--- config.mk ---
export PLATFORM = sky130hd
export DESIGN_NAME = decode_ctrl_stage
export DESIGN_NICKNAME = d
export VERILOG_FILES = /design/src/rtl/decode_ctrl_stage.sv
export SDC_FILE = /design/constraint.sdc
export NUM_CORES = 1
export LEC_CHECK = 0
export ABC_AREA = 1
export ABC_CLOCK_PERIOD_IN_PS = 10800
export CORE_MARGIN = 2
export CORE_UTILIZATION = 40
export DETAILED_ROUTE_END_ITERATION = 6
export PLACE_DENSITY = 0.65
export SKIP_CTS_REPAIR_TIMING = 1
export SYNTH_ARGS = -nofsm -noshare
export SYNTH_HDL_FRONTEND = slang
export SYNTH_SLANG_ARGS = --single-unit
--- constraint.sdc ---
create_clock -name clk -period 10.8 [get_ports clk]
set_input_delay 2.7 -clock clk [delete_from_list [all_inputs] [get_ports clk]]
set_output_delay 2.7 -clock clk [all_outputs]
set_load 0.03 [all_outputs]
--- src/rtl/decode_ctrl_stage.sv ---
// Registered RV32I(+M) control decoder between fetch and execute.
// A 2-entry skid buffer decouples in_ready from out_ready.
module decode_ctrl_stage #(
    parameter int XLEN     = 32,
    parameter int ENABLE_M = 0,
    parameter int CNT_W    = 16
) (
    input  logic             clk,
    input  logic             rst,
    input  logic             flush,
    input  logic             cnt_clr,
    input  logic             in_valid,
    output logic             in_ready,
    input  logic [31:0]      in_instr,
    input  logic [XLEN-1:0]  in_pc,
    output logic             out_valid,
    input  logic             out_ready,
    output logic [XLEN-1:0]  out_pc,
    output logic [4:0]       out_rd,
    output logic [4:0]       out_rs1,
    output logic [4:0]       out_rs2,
    output logic [2:0]       out_funct3,
    output logic [5:0]       out_branch,
    output logic             out_jump,
    output logic             out_regWrite,
    output logic             out_memWrite,
    output logic             out_memRead,
    output logic             out_ASrc,
    output logic             out_BSrc,
    output logic             out_PCTargetSrc,
    output logic [2:0]       out_immSrc,
    output logic [1:0]       out_resultSrc,
    output logic [1:0]       out_ALUOp,
    output logic [1:0]       out_DQM,
    output logic             out_loadUnsigned,
    output logic             out_mulDiv,
    output logic             out_illegal,
    output logic [CNT_W-1:0] illegal_cnt
);

    typedef struct packed {
        logic [4:0] rd;
        logic [4:0] rs1;
        logic [4:0] rs2;
        logic [2:0] funct3;
        logic [5:0] branch;
        logic       jump;
        logic       reg_write;
        logic       mem_write;
        logic       mem_read;
        logic       a_src;
        logic       b_src;
        logic       pc_target_src;
        logic [2:0] imm_src;
        logic [1:0] result_src;
        logic [1:0] alu_op;
        logic [1:0] dqm;
        logic       load_unsigned;
        logic       mul_div;
        logic       illegal;
    } ctrl_t;

    typedef struct packed {
        logic [XLEN-1:0] pc;
        ctrl_t           ctrl;
    } entry_t;

    localparam logic [CNT_W-1:0] CNT_MAX = {CNT_W{1'b1}};

    function automatic ctrl_t decode(input logic [31:0] instr);
        ctrl_t      c;
        logic [6:0] op;
        logic [6:0] f7;
        logic [2:0] f3;
        logic       ld, opi, aui, st, rr, lui, br, jalr, jal;
        logic       mext, legal;
        op   = instr[6:0];
        f3   = instr[14:12];
        f7   = instr[31:25];
        ld   = (op == 7'b0000011);
        opi  = (op == 7'b0010011);
        aui  = (op == 7'b0010111);
        st   = (op == 7'b0100011);
        rr   = (op == 7'b0110011);
        lui  = (op == 7'b0110111);
        br   = (op == 7'b1100011);
        jalr = (op == 7'b1100111);
        jal  = (op == 7'b1101111);
        mext = (ENABLE_M != 0) && rr && (f7 == 7'b0000001);

        legal = 1'b0;
        unique case (1'b1)
            ld:   legal = (f3 != 3'b011) && (f3[2:1] != 2'b11);
            opi: begin
                if (f3 == 3'b001)
                    legal = (f7 == 7'b0000000);
                else if (f3 == 3'b101)
                    legal = (f7 == 7'b0000000) || (f7 == 7'b0100000);
                else
                    legal = 1'b1;
            end
            aui, lui, jal: legal = 1'b1;
            st:   legal = (f3 < 3'b011);
            rr:   legal = (f7 == 7'b0000000) || (f7 == 7'b0100000) || mext;
            br:   legal = (f3[2:1] != 2'b01);
            jalr: legal = (f3 == 3'b000);
            default: legal = 1'b0;
        endcase

        c               = '0;
        c.rd            = instr[11:7];
        c.rs1           = instr[19:15];
        c.rs2           = instr[24:20];
        c.funct3        = f3;
        c.jump          = jal | jalr;
        c.pc_target_src = br | jal;
        c.mem_write     = st;
        c.mem_read      = ld;
        c.reg_write     = !(st | br);
        c.a_src         = !aui;
        c.b_src         = !(rr | br);
        c.mul_div       = mext;
        c.load_unsigned = ld & f3[2];
        c.dqm           = (ld | st) ? f3[1:0] : 2'b00;

        if (ld)
            c.result_src = 2'b01;
        else if (lui)
            c.result_src = 2'b10;
        else if (jal | jalr)
            c.result_src = 2'b11;

        if (st)
            c.imm_src = 3'b001;
        else if (br)
            c.imm_src = 3'b010;
        else if (jal)
            c.imm_src = 3'b011;
        else if (aui | lui)
            c.imm_src = 3'b100;

        if (mext)
            c.alu_op = 2'b11;
        else if (rr | opi)
            c.alu_op = 2'b10;
        else if (br)
            c.alu_op = 2'b01;

        if (br) begin
            case (f3)
                3'b000:  c.branch = 6'b100000;
                3'b001:  c.branch = 6'b010000;
                3'b100:  c.branch = 6'b001000;
                3'b101:  c.branch = 6'b000100;
                3'b110:  c.branch = 6'b000010;
                3'b111:  c.branch = 6'b000001;
                default: c.branch = 6'b000000;
            endcase
        end

        // Illegal words carry only the flag so nothing downstream acts on them.
        if (!legal) begin
            c         = '0;
            c.illegal = 1'b1;
        end
        return c;
    endfunction

    entry_t           in_entry;
    entry_t           main_q;
    entry_t           skid_q;
    entry_t           out_e;
    logic             main_valid;
    logic             skid_valid;
    logic             accept;
    logic [CNT_W-1:0] cnt_q;

    assign in_entry.pc   = in_pc;
    assign in_entry.ctrl = decode(in_instr);

    assign in_ready = !rst && !skid_valid;
    assign accept   = in_valid && in_ready && !flush;

    always_ff @(posedge clk) begin
        if (rst || flush) begin
            main_valid <= 1'b0;
            skid_valid <= 1'b0;
        end else if (main_valid && !out_ready) begin
            if (accept) begin
                skid_q     <= in_entry;
                skid_valid <= 1'b1;
            end
        end else if (skid_valid) begin
            main_q     <= skid_q;
            skid_valid <= 1'b0;
        end else begin
            main_valid <= accept;
            if (accept)
                main_q <= in_entry;
        end
    end

    always_ff @(posedge clk) begin
        if (rst || cnt_clr)
            cnt_q <= '0;
        else if (accept && in_entry.ctrl.illegal && cnt_q != CNT_MAX)
            cnt_q <= cnt_q + 1'b1;
    end

    assign out_valid   = main_valid && !rst;
    assign out_e       = out_valid ? main_q : '0;
    assign illegal_cnt = rst ? '0 : cnt_q;

    assign out_pc           = out_e.pc;
    assign out_rd           = out_e.ctrl.rd;
    assign out_rs1          = out_e.ctrl.rs1;
    assign out_rs2          = out_e.ctrl.rs2;
    assign out_funct3       = out_e.ctrl.funct3;
    assign out_branch       = out_e.ctrl.branch;
    assign out_jump         = out_e.ctrl.jump;
    assign out_regWrite     = out_e.ctrl.reg_write;
    assign out_memWrite     = out_e.ctrl.mem_write;
    assign out_memRead      = out_e.ctrl.mem_read;
    assign out_ASrc         = out_e.ctrl.a_src;
    assign out_BSrc         = out_e.ctrl.b_src;
    assign out_PCTargetSrc  = out_e.ctrl.pc_target_src;
    assign out_immSrc       = out_e.ctrl.imm_src;
    assign out_resultSrc    = out_e.ctrl.result_src;
    assign out_ALUOp        = out_e.ctrl.alu_op;
    assign out_DQM          = out_e.ctrl.dqm;
    assign out_loadUnsigned = out_e.ctrl.load_unsigned;
    assign out_mulDiv       = out_e.ctrl.mul_div;
    assign out_illegal      = out_e.ctrl.illegal;

endmodule

## After elaboration in Yosys (flattened, before gate mapping)

Index checks and enable logic that the tools add are counted.

| word-level totals | value |
|---|---|
| input bits | 70 |
| output and inout bits | 93 |
| bits in registers | 168 |
| word-level logic and storage cells | 121 |

| cells by class | value |
|---|---|
| bitwise gates (word level) | 11 |
| eq/ne operators | 19 |
| $lt $le $gt $ge | 1 |
| reductions and logical operators | 26 |
| add/subtract/negate cells | 1 |
| muxes and demuxes | 20 |

Operators by type and width:

| operator | number |
|---|---|
| $mux 75 | 3 |
| $mux 43 | 1 |
| $pmux 6 s6 | 1 |
| $eq 7x6->1 const B | 4 |
| $eq 7x7->1 const B | 3 |
| $add 16x1->16 const B | 1 |
| $mux 16 | 1 |
| $ne 16x16->1 const B | 1 |
| $eq 7x5->1 const B | 2 |
| $eq 3x3->1 const B | 4 |
| $mux 3 | 4 |
| $mux 2 | 5 |
| $logic_and 1x1->1 | 8 |
| $eq 7x2->1 const B | 1 |
| $logic_not 1->1 | 7 |
| $logic_not 7->1 | 1 |
| $or 1x1->1 | 7 |
| $pmux 1 s7 | 1 |
| $mux 6 | 1 |
| $reduce_and 3->1 | 2 |
| $eq 3x1->1 const B | 1 |
| $logic_not 3->1 | 1 |
| $logic_or 1x1->1 | 3 |
| $lt 3x2->1 const B | 1 |
| 10 further kinds | 14 |

## Depth between registers and ports, before layout

Gate-level depths: netlist of the first run.

| depth | value |
|---|---|
| depth after elaboration | 9 |
| gate-level depth with buffers | 13 |
| mapped depth without buffers | 13 |

## Worst setup path after synthesis of the first run

No wires, ideal clock.

| path | value |
|---|---|
| path type | in2reg |
| start point | in rst |
| end point | reg skid_q[0] in the netlist's numbering, enable pin |
| stages | 3 |
| buffers on the path | 0 |
| slack | 2.254 ns |
| data arrival time | 7.948 ns |
| library setup time | 0.598 ns |
| required time | 10.202 ns |
| cell sequence | nor2_1 > inv_1 > nor3_1 |

| on the way | value |
|---|---|
| word-level cells in the longest chain between the ends | 5 |
| elaborated cells between the ends (all ways) | 7 |
| classes of those cells | bitwise: 1; reduce/logical: 6 |

RTL lines:

| element | line | source |
|---|---|---|
| start: declaration | 9 | `input logic rst,` |
| $logic_not 1->1 | 181 | `assign in_ready = !rst && !skid_valid;` |
| $logic_and 1x1->1 | 181 |  |
| $logic_and 1x1->1 (2 in a row) | 182 | `assign accept = in_valid && in_ready && !flush;` |
| $reduce_and 3->1 (no source line) (*) | -- |  |
| end signal: assignment | 190 | `skid_q <= in_entry;` |
| end: declaration | 171 | `entry_t skid_q;` |

Mark *: on every way between the ends. The rest lies on a longest branch, timed or not.
A chain may end at the register's enable or synchronous reset.

## Final worst setup path of the first run

| path | value |
|---|---|
| start point | in rst |
| end point | out out_pc[23] |

| on the way | value |
|---|---|
| word-level cells in the longest chain between the ends | 3 |

RTL lines:

| element | line | source |
|---|---|---|
| $logic_not 1->1 | 210 | `assign out_valid = main_valid && !rst;` |
| $logic_and 1x1->1 | 210 |  |
| $mux 75 | 211 | `assign out_e = out_valid ? main_q : '0;` |
| end: declaration | 18 | `output logic [XLEN-1:0] out_pc,` |

Every way passes these cells.

==> flow_metrics.py, run 1 <==
metrics = {
    "outcome": {
        "run_status": "finished clean",
    },
    "power_and_ir_drop": {
        "net-switching-power_w": 0.000292,
        "p_sw_frac": 0.209,
        "power.clock.fraction": 0.433,
        "logic_pwr_share": 0.060,
        "cellPowerDensity_nw_per_um2": 137,
        "power.share.sequential": 0.507,
        "power.static_leakage_nw": 4.12,
        "vdd.ir_drop.worst_mv": 0.103,
        "p_int_w": 0.00110,
    },
    "clock_network": {
        "clock_tree_from_tritoncts": "done",
        "cts.sinks": 166,
        "htree_num_levels": 4,
        "tritoncts.num_buffers": 17,
        "cts_buffer_depth": 2,
        "clock-root-buffer": "sky130_fd_sc_hd__clkbuf_16",
        "clk_latency_ns": 0.42,
        "worst_setup_hold_path_clk_slew_ns": 0.06,
    },
    "synthesis": {
        "syn-cell-area_um2": 7770,
        "synthesis.instances": 864,
        "syn-mean-instance-area_um2": 9.00,
        "synth_fp_nets": 935,
        "yosys_warn_count": 0,
        "ys_seq_elements": 166,
        "sequential_cell_area_fraction_in_the_yosys_report": 0.618,
        "synthDistinctLibCells": 30,
    },
    "sta": {
        "max_freq_mhz": 125,
        "rsz0062_at_grt": "false",
        "period_minus_ws_final_ns": 8.00,
        "timing_worst_slew_pin_value_ns": 1.07,
        "hold_violations": 0,
        "timing.max_slew.rel_slack": 0.287,
        "final_clock_period_utilization_by_the_worst_path": 0.741,
        "finalSetupTns_ns": 0,
        "skew_ns": 0.00678,
        "timing_max_transition_violations_final": 0,
        "final-setup-viol-count": 0,
    },
    "detailed_routing": {
        "antenna_violating_nets_post_route": 0,
        "vias": 5931,
        "post_drt_wl_per_cell_um": 14.0,
        "route.final.wire_length_mm": 18.0,
        "via_per_inst": 4.62,
        "drt_drc_violations_left": 0,
        "drt_first_iter_violations": 336,
        "drt_pass1_iterations": 5,
    },
    "setup_path": {
        "required_ns": 8.10,
        "worst_setup_path_start_kind": "input pin",
        "reg2reg_from": "cnt_q[0]",
        "worst-setup-path-type": "input pin to output pin",
        "crit_path_end_kind": "output pin",
        "cp_max_fo": 51,
        "rr_worst_depth": 9,
        "critPathArrivalTime_ns": 5.30,
        "cp-startpoint": "rst",
    },
    "grt": {
        "number_of_global_route_vias_before_repair": 5718,
        "grt_pass1_wl_mm": 28.3,
        "grt_remaining_overflow": 0,
        "grt_antenna_before_repair": 0,
        "track_usage": 0.177,
        "maximum_number_of_pins_on_one_net_before_global_route_repair": 84,
    },
    "floorplan": {
        "die_area_um2": 20600,
        "rows": 50,
        "initial_utilization": 0.412,
        "design.portCount": 163,
        "die-height_um": 143,
        "die_x_um": 143,
        "core_region_area_um2": 18900,
    },
    "worst_hold_path": {
        "worstHoldPathCells": 2,
        "hp-start": "cnt_q[6]",
        "hold_path.class": "register to register",
    },
    "place": {
        "post-place-cells": 1255,
        "dpl.hpwl_mm": 11.6,
        "place_congestion": 0.844,
        "port_buffers": 161,
    },
    "final_layout": {
        "drive_gt1_frac": 0.0615,
        "insertedDiodeCount": 0,
        "num-nets-final": 1085,
        "syn_to_final_growth_pct": 30.9,
        "fin_cells": 1285,
    },
    "flow_run": {
        "max_cap_violations": 0,
    },
}
==> worst paths after layout <==
kind,endpoint,slack (ns)
max reg2reg,cnt_q[8],8.62
min,cnt_q[6],0.49
max,out_pc[23],2.80
min reg2reg,cnt_q[6],0.49
==> area by class of cell <==
class / count / area, um2
fill: 1744 / 8720
sequential: 166 / 4810
multi-input combinational: 516 / 2250
timing repair buffer: 167 / 1660
inverter: 146 / 548
clock buffer: 18 / 429
tap: 260 / 325
clock inverter: 12 / 158
==> flip-flops by register name (all words and copies together), names as in the netlist <==
signal      count
cnt_q          16
main_q         74
main_valid      1
skid_q         74
skid_valid      1
==> power groups by stage <==
stage                     combinational [W]  sequential (W)  clock, W
after floorplan                   0.0000408        0.000722         0
after global placement            0.0000828        0.000721         0
after detailed placement          0.0000844        0.000721         0
after CTS                         0.0000849        0.000708  0.000617
after global routing              0.0000922        0.000708  0.000643
final                             0.0000838        0.000708  0.000604
==> cell usage after synthesis <==
library cell | instances | area [um2]
sky130_fd_sc_hd__dfxtp_1 | 18 | 360
sky130_fd_sc_hd__inv_2 | 5 | 18.8
sky130_fd_sc_hd__nor3_1 | 14 | 70.1
sky130_fd_sc_hd__nand2_2 | 7 | 43.8
sky130_fd_sc_hd__nand4_1 | 20 | 125
sky130_fd_sc_hd__nand4_2 | 2 | 25.0
sky130_fd_sc_hd__nand3_4 | 1 | 17.5
sky130_fd_sc_hd__edfxtp_1 | 148 | 4440
sky130_fd_sc_hd__xor2_1 | 10 | 87.6
sky130_fd_sc_hd__conb_1 | 1 | 3.75
sky130_fd_sc_hd__a21oi_1 | 20 | 100
sky130_fd_sc_hd__o21ai_2 | 1 | 8.76
sky130_fd_sc_hd__nor4_1 | 2 | 12.5
sky130_fd_sc_hd__nand3_1 | 17 | 85.1
sky130_fd_sc_hd__buf_6 | 5 | 56.3
sky130_fd_sc_hd__o21ai_0 | 16 | 80.1
sky130_fd_sc_hd__nand2_1 | 247 | 927
sky130_fd_sc_hd__buf_4 | 1 | 7.51
sky130_fd_sc_hd__ha_1 | 1 | 12.5
sky130_fd_sc_hd__inv_1 | 141 | 529
sky130_fd_sc_hd__nand2_4 | 1 | 11.3
sky130_fd_sc_hd__buf_1 | 7 | 26.3
sky130_fd_sc_hd__o21ai_1 | 1 | 5.00
sky130_fd_sc_hd__nor2_2 | 3 | 18.8
sky130_fd_sc_hd__mux2_2 | 1 | 11.3
sky130_fd_sc_hd__a21oi_2 | 1 | 8.76
sky130_fd_sc_hd__buf_2 | 5 | 25.0
sky130_fd_sc_hd__clkbuf_1 | 18 | 67.6
sky130_fd_sc_hd__nor2_1 | 147 | 552
sky130_fd_sc_hd__nor2_4 | 3 | 33.8
==> critical path, cell delays in order <==
cell and delay (ns):
sky130_fd_sc_hd__clkdlybuf4s50_1 0.84, sky130_fd_sc_hd__nor2_1 0.15, sky130_fd_sc_hd__inv_2 0.34, sky130_fd_sc_hd__buf_4 0.49, sky130_fd_sc_hd__nor2_1 0.09, sky130_fd_sc_hd__clkdlybuf4s50_1 0.62
==> cells by family (layout without fill, tap and decap cells) <==
group,after synthesis,in the layout,synth area share
AND/OR/NAND/NOR,464,464,0.247
buffers and inverters,182,343,0.0940
flip-flops,166,166,0.618
AO/OA/AOI/OAI,39,39,0.0261
XOR/XNOR,10,10,0.0113
adder cells (fa/ha/maj),1,1,0.00161
other,1,1,0.000482
multiplexers,1,1,0.00145
==> metrics by stage <==
stage                     hold slack, ns  utilization  setup WS (ns)  total power, W  area [um2]
after floorplan                    0.450            -           2.25        0.000762        7770
after global placement             0.466        0.507           2.82        0.000804        9590
after detailed placement           0.481        0.507           2.73        0.000806        9590
after CTS                          0.490        0.539           2.73         0.00141       10200
after global routing               0.520        0.539           2.58         0.00144       10200
final                              0.490        0.539           2.80         0.00140       10200
==> cells in the final DEF, fill, tap and decap left out, types with 6 or more instances in the layout <==
| master | n |
|---|---|
| sky130_fd_sc_hd__o21ai_0 | 16 |
| sky130_fd_sc_hd__nor2_1 | 146 |
| sky130_fd_sc_hd__dfxtp_1 | 17 |
| sky130_fd_sc_hd__xor2_1 | 10 |
| sky130_fd_sc_hd__nand3_1 | 17 |
| sky130_fd_sc_hd__nand2_1 | 247 |
| sky130_fd_sc_hd__nand2_2 | 7 |
| sky130_fd_sc_hd__edfxtp_1 | 148 |
| sky130_fd_sc_hd__inv_1 | 140 |
| sky130_fd_sc_hd__a21oi_1 | 20 |
| sky130_fd_sc_hd__inv_2 | 6 |
| sky130_fd_sc_hd__nor3_1 | 13 |
| sky130_fd_sc_hd__buf_4 | 6 |
| sky130_fd_sc_hd__clkbuf_16 | 17 |
| sky130_fd_sc_hd__clkdlybuf4s50_1 | 161 |
| sky130_fd_sc_hd__nand4_1 | 20 |
==> per-layer routing <==
metal  GRT usage  vias to the layer above  routed length [um]
met1       0.228                     2750                8260
met3      0.0400                       18                 913
met2       0.299                      154                8610
li1            -                     3009                   -
met4      0.0531                        0                 246
met5           0                        -                   0
(Power assumes the default switching activity.)
==> inputs of run 2 (changes only) <==
Settings changed: ABC_CLOCK_PERIOD_IN_PS 10800 to 6700, PLACE_DENSITY 0.65 to 0.68.
Clock period 10.8 ns to 6.7 ns, I/O delays scaled along.
==> flow_metrics.py, run 2 (synthesis gave the netlist of run 1 again) <==
metrics = {
    "setup_path": {
        "worst-setup-path-type": "input pin to output pin",
        "required_ns": 5.03,
        "crit_chain": "clkdlybuf4s50_1 -> nor2_1 -> inv_2 -> buf_4 -> nor2_1 -> clkdlybuf4s50_1",
        "critPathArrivalTime_ns": 3.98,
        "rr_worst_depth": 3,
        "setup.reg_to_reg.worst_slack_ns": 4.45,
        "reg2reg_from": "skid_valid",
        "crit_path_end_kind": "output pin",
        "cpPeakStageDelay_ns": 0.85,
        "worst_r2r_endpoint": "main_q[37]",
        "cp_max_fo": 51,
        "worst_setup_path_start_kind": "input pin",
        "crit_slowest_cell": "sky130_fd_sc_hd__clkdlybuf4s50_1",
    },
    "sta": {
        "skew_ns": 0.00908,
        "max_freq_mhz": 177,
        "final_clock_period_utilization_by_the_worst_path": 0.844,
        "hold_violations": 0,
        "timing.max_slew.rel_slack": 0.303,
        "setup_slack_ns": 1.05,
        "final-setup-viol-count": 0,
        "period_minus_ws_final_ns": 5.65,
        "timing_worst_slew_pin_value_ns": 1.05,
        "finalSetupTns_ns": 0,
        "timing_max_transition_violations_final": 0,
        "rsz0062_at_grt": "false",
    },
    "place": {
        "dp_worst_setup_slack_ns": 1.06,
        "place_congestion": 0.848,
        "port_buffers": 161,
        "dpl.hpwl_mm": 11.2,
    },
    "floorplan": {
        "die_x_um": 143,
        "design.portCount": 163,
        "rows": 50,
        "die-height_um": 143,
        "die_area_um2": 20600,
        "core_region_area_um2": 18900,
        "initial_utilization": 0.412,
    },
    "worst_hold_path": {
        "hp-start": "main_valid",
        "holdPathEnd": "main_valid",
        "worstHoldPathCells": 2,
        "hold_path.class": "register to register",
    },
    "final_layout": {
        "drive_gt1_frac": 0.0613,
        "syn_to_final_growth_pct": 30.7,
        "mostFrequentLayoutCell": "sky130_fd_sc_hd__nand2_1",
        "num-nets-final": 1085,
        "seqCellArea_um2": 4810,
        "largest_registers": "main_q: 74 flops, skid_q: 74 flops, cnt_q: 16 flops",
        "most-common-layout-cells": "247 x sky130_fd_sc_hd__nand2_1, 161 x sky130_fd_sc_hd__clkdlybuf4s50_1, 148 x sky130_fd_sc_hd__edfxtp_1",
        "fill_cells": 1732,
        "insertedDiodeCount": 0,
        "multi_input_comb_area_um2": 2260,
    },
    "detailed_routing": {
        "post_drt_wl_per_cell_um": 13.5,
        "drt_drc_violations_left": 0,
        "vias": 5877,
        "antenna_violating_nets_post_route": 0,
        "drt_first_iter_violations": 272,
        "via_per_inst": 4.57,
        "drt_pass1_iterations": 5,
        "route.final.wire_length_mm": 17.4,
    },
    "flow_run": {
        "max_cap_violations": 0,
    },
    "grt": {
        "track_usage": 0.175,
        "grt_antenna_before_repair": 0,
        "number_of_global_route_vias_before_repair": 5719,
        "grt_remaining_overflow": 0,
        "maximum_number_of_pins_on_one_net_before_global_route_repair": 75,
        "grt_pass1_wl_mm": 28.0,
    },
    "clock_network": {
        "clock_tree_from_tritoncts": "done",
        "htree_num_levels": 4,
        "tritoncts.num_buffers": 17,
        "cts.sinks": 166,
        "clk_latency_ns": 0.42,
        "cts_buffer_depth": 2,
        "clock-root-buffer": "sky130_fd_sc_hd__clkbuf_16",
        "worst_setup_hold_path_clk_slew_ns": 0.07,
    },
    "power_and_ir_drop": {
        "power.static_leakage_nw": 4.12,
        "cellPowerDensity_nw_per_um2": 218,
        "vdd.ir_drop.worst_mv": 0.167,
    },
    "outcome": {
        "run_status": "finished clean",
    },
}
## run 2: changes by cell type in the layout (fill, tap and decap cells not counted), sizes merged
cell,delta
clkbuf,+2
bufinv,-1
clkinv,-3
inv,+3
clkinvlp,+1
## run 2: worst max-delay path by stage
stage | depth (start not counted) | startpoint | slack (ns) | endpoint
floorplan | 3 | rst | 1.19 | main_q[0]
global placement | 6 | rst | 1.13 | out_BSrc
detailed placement | 6 | rst | 1.06 | out_pc[3]
CTS | 6 | rst | 1.05 | out_pc[3]
global route | 6 | rst | 0.86 | out_pc[10]
finish | 6 | rst | 1.05 | out_rs1[1]
## run 2: area by class of cell
cell class | instances | share of cell area
multi-input cells | 516 | 0.222
clock buffers | 20 | 0.0430
clock inverters | 12 | 0.0126
repair buffers | 167 | 0.163
inverters | 146 | 0.0539
flip-flops and latches | 166 | 0.473
well taps | 260 | 0.0320
## run 2: worst max-delay path, delay by kind of cell
family | cells | cell delay (ns)
and+or+nand+nor | 2 | 0.28
buffers and inverters | 4 | 1.98
## run 2: power by group
part / total, W / leakage, nW / internal, W / switching, W
clock network: 0.000940 / 0.269 / 0.000549 / 0.000391
logic: 0.000135 / 2.40 / 0.0000599 / 0.0000747
registers: 0.00114 / 1.45 / 0.00114 / 0.00000370
## run 2: layer usage
metal / GRT usage / up-vias / share of wire
met5: 0 / - / 0
met4: 0.0557 / 0 / 0.013
met3: 0.0307 / 14 / 0.051
met2: 0.293 / 157 / 0.48
met1: 0.231 / 2680 / 0.45
li1: - / 3026 / -
## run 2: per-stage QoR
step | hold slack [ns] | std cells | power [W] | cell area, um2 | util
after floorplan | 0.451 | 864 | 0.00123 | 7780 | -
final | 0.487 | 1287 | 0.00222 | 10200 | 0.538
after CTS | 0.489 | 1287 | 0.00224 | 10200 | 0.538
after global routing | 0.512 | 1287 | 0.00229 | 10200 | 0.538
after detailed placement | 0.480 | 1255 | 0.00130 | 9590 | 0.508
after global placement | 0.463 | 1255 | 0.00130 | 9590 | 0.508
==> inputs of run 3 (changes only) <==
Settings changed: ABC_CLOCK_PERIOD_IN_PS 6700 to 5700, PLACE_DENSITY 0.68 to 0.65.
Clock period 6.7 ns to 5.7 ns, I/O delays scaled along.
==> flow_metrics.py, run 3 (synthesis gave the netlist of run 1 again) <==
metrics = {
    "clock_network": {
        "htree_num_levels": 4,
        "tritoncts.num_buffers": 17,
        "clk_latency_ns": 0.42,
        "clock-root-buffer": "sky130_fd_sc_hd__clkbuf_16",
        "worst_setup_hold_path_clk_slew_ns": 0.07,
        "clock_tree_from_tritoncts": "done",
        "cts_buffer_depth": 2,
        "cts.sinks": 166,
    },
    "grt": {
        "grt_remaining_overflow": 0,
        "track_usage": 0.176,
        "grt_antenna_before_repair": 1,
        "grt_pass1_wl_mm": 28.2,
        "maximum_number_of_pins_on_one_net_before_global_route_repair": 86,
        "number_of_global_route_vias_before_repair": 5735,
    },
    "floorplan": {
        "initial_utilization": 0.412,
        "rows": 50,
        "die-height_um": 143,
        "die_area_um2": 20600,
        "core_region_area_um2": 18900,
        "die_x_um": 143,
        "design.portCount": 163,
    },
    "setup_path": {
        "cpPeakStageDelay_ns": 0.60,
        "critical_path.n_buffers_inverters": 4,
        "critPathTopFamily": "buffers and inverters",
        "cp_max_fo": 45,
        "worst-setup-path-type": "input pin to output pin",
        "crit_slowest_cell": "sky130_fd_sc_hd__inv_2",
        "crit_path_end_kind": "output pin",
        "critPathArrivalTime_ns": 3.67,
        "required_ns": 4.28,
        "reg2reg_from": "skid_valid",
        "cp-startpoint": "rst",
        "crit_chain": "clkdlybuf4s50_1 -> nor2_1 -> inv_2 -> buf_4 -> nor2_1 -> clkdlybuf4s50_1",
        "worst_setup_path_start_kind": "input pin",
    },
    "place": {
        "port_buffers": 161,
        "post-place-cells": 1256,
        "dpl.hpwl_mm": 11.2,
        "place_congestion": 0.844,
    },
    "worst_hold_path": {
        "hp-start": "cnt_q[6]",
        "hold_path.class": "register to register",
    },
    "detailed_routing": {
        "drt_drc_violations_left": 0,
        "via_per_inst": 4.52,
        "drt_pass1_iterations": 4,
        "antenna_violating_nets_post_route": 0,
        "drt_first_iter_violations": 351,
        "vias": 5820,
        "post_drt_wl_per_cell_um": 13.6,
        "route.final.wire_length_mm": 17.6,
    },
    "final_layout": {
        "drive_gt1_frac": 0.0652,
        "largest_registers": "main_q: 74 flops, skid_q: 74 flops, cnt_q: 16 flops",
        "most-common-layout-cells": "247 x sky130_fd_sc_hd__nand2_1, 161 x sky130_fd_sc_hd__clkdlybuf4s50_1, 148 x sky130_fd_sc_hd__edfxtp_1",
        "insertedDiodeCount": 0,
        "fin_cells": 1288,
        "mostFrequentLayoutCell": "sky130_fd_sc_hd__nand2_1",
        "fill_cells": 1781,
        "syn_to_final_growth_pct": 31.3,
        "num-nets-final": 1086,
    },
    "sta": {
        "final_clock_period_utilization_by_the_worst_path": 0.895,
        "timing_worst_slew_pin_value_ns": 1.04,
        "timing_max_transition_violations_final": 0,
        "final-setup-viol-count": 0,
        "max_freq_mhz": 196,
        "hold_violations": 0,
        "rsz0062_at_grt": "false",
        "period_minus_ws_final_ns": 5.10,
        "finalSetupTns_ns": 0,
        "timing.max_slew.rel_slack": 0.305,
        "skew_ns": 0.0119,
    },
    "power_and_ir_drop": {
        "power.static_leakage_nw": 4.15,
        "logic_pwr_share": 0.060,
        "net-switching-power_w": 0.000594,
        "power.clock.fraction": 0.436,
        "power.share.sequential": 0.504,
        "vdd.ir_drop.worst_mv": 0.216,
        "p_int_w": 0.00207,
        "p_sw_frac": 0.223,
        "cellPowerDensity_nw_per_um2": 261,
    },
    "outcome": {
        "run_status": "finished clean",
    },
    "flow_run": {
        "max_cap_violations": 0,
    },
}
[run 3: final timing paths]
path                      to  slack [ns]  cells after the start
setup / recovery   out_pc[0]        0.60                      6
hold reg to reg     cnt_q[6]        0.49                      2
setup reg to reg  main_q[15]        2.97                      4
hold / removal      cnt_q[6]        0.49                      2
[run 3: power groups by stage]
stage	logic (W)	registers, W	clock network [W]
floorplan	0.0000774	0.00137	0
global placement	0.000159	0.00137	0
detailed placement	0.000161	0.00137	0
CTS	0.000162	0.00134	0.00118
global route	0.000177	0.00134	0.00123
finish	0.000160	0.00134	0.00116
[run 3: layer usage]
metal	vias up	routed length, um	GRT usage
li1	3022	-	-
met1	2628	8150	0.233
met3	22	892	0.0370
met2	146	8190	0.284
met4	2	317	0.0691
met5	-	13	0
[run 3: area by class of cell]
cell class,instances,area (um2),area share
Timing Repair Buffer,168,1680,0.164
Clock inverter,15,166,0.0163
Inverter,146,548,0.0537
Tap cell,260,325,0.0319
Sequential cell,166,4810,0.471
Clock buffer,17,425,0.0417
Multi-Input combinational cell,516,2260,0.221
[run 3: tightest hold or removal path, cell delays in order, from the launching register on]
cell and delay (ns):
sky130_fd_sc_hd__dfxtp_1 0.32, sky130_fd_sc_hd__nand2_1 0.06, sky130_fd_sc_hd__a21oi_1 0.05
[run 3: stage by stage]
| stage | setup slack (ns) | cell area (um2) | util | hold slack (ns) | power, W |
|---|---|---|---|---|---|
| detailed placement | 0.551 | 9610 | 0.509 | 0.476 | 0.00153 |
| CTS | 0.547 | 10200 | 0.540 | 0.485 | 0.00269 |
| floorplan | 0.441 | 7780 | - | 0.451 | 0.00144 |
| global route | 0.412 | 10200 | 0.540 | 0.515 | 0.00275 |
| finish | 0.600 | 10200 | 0.540 | 0.488 | 0.00266 |
| global placement | 0.611 | 9610 | 0.509 | 0.468 | 0.00153 |
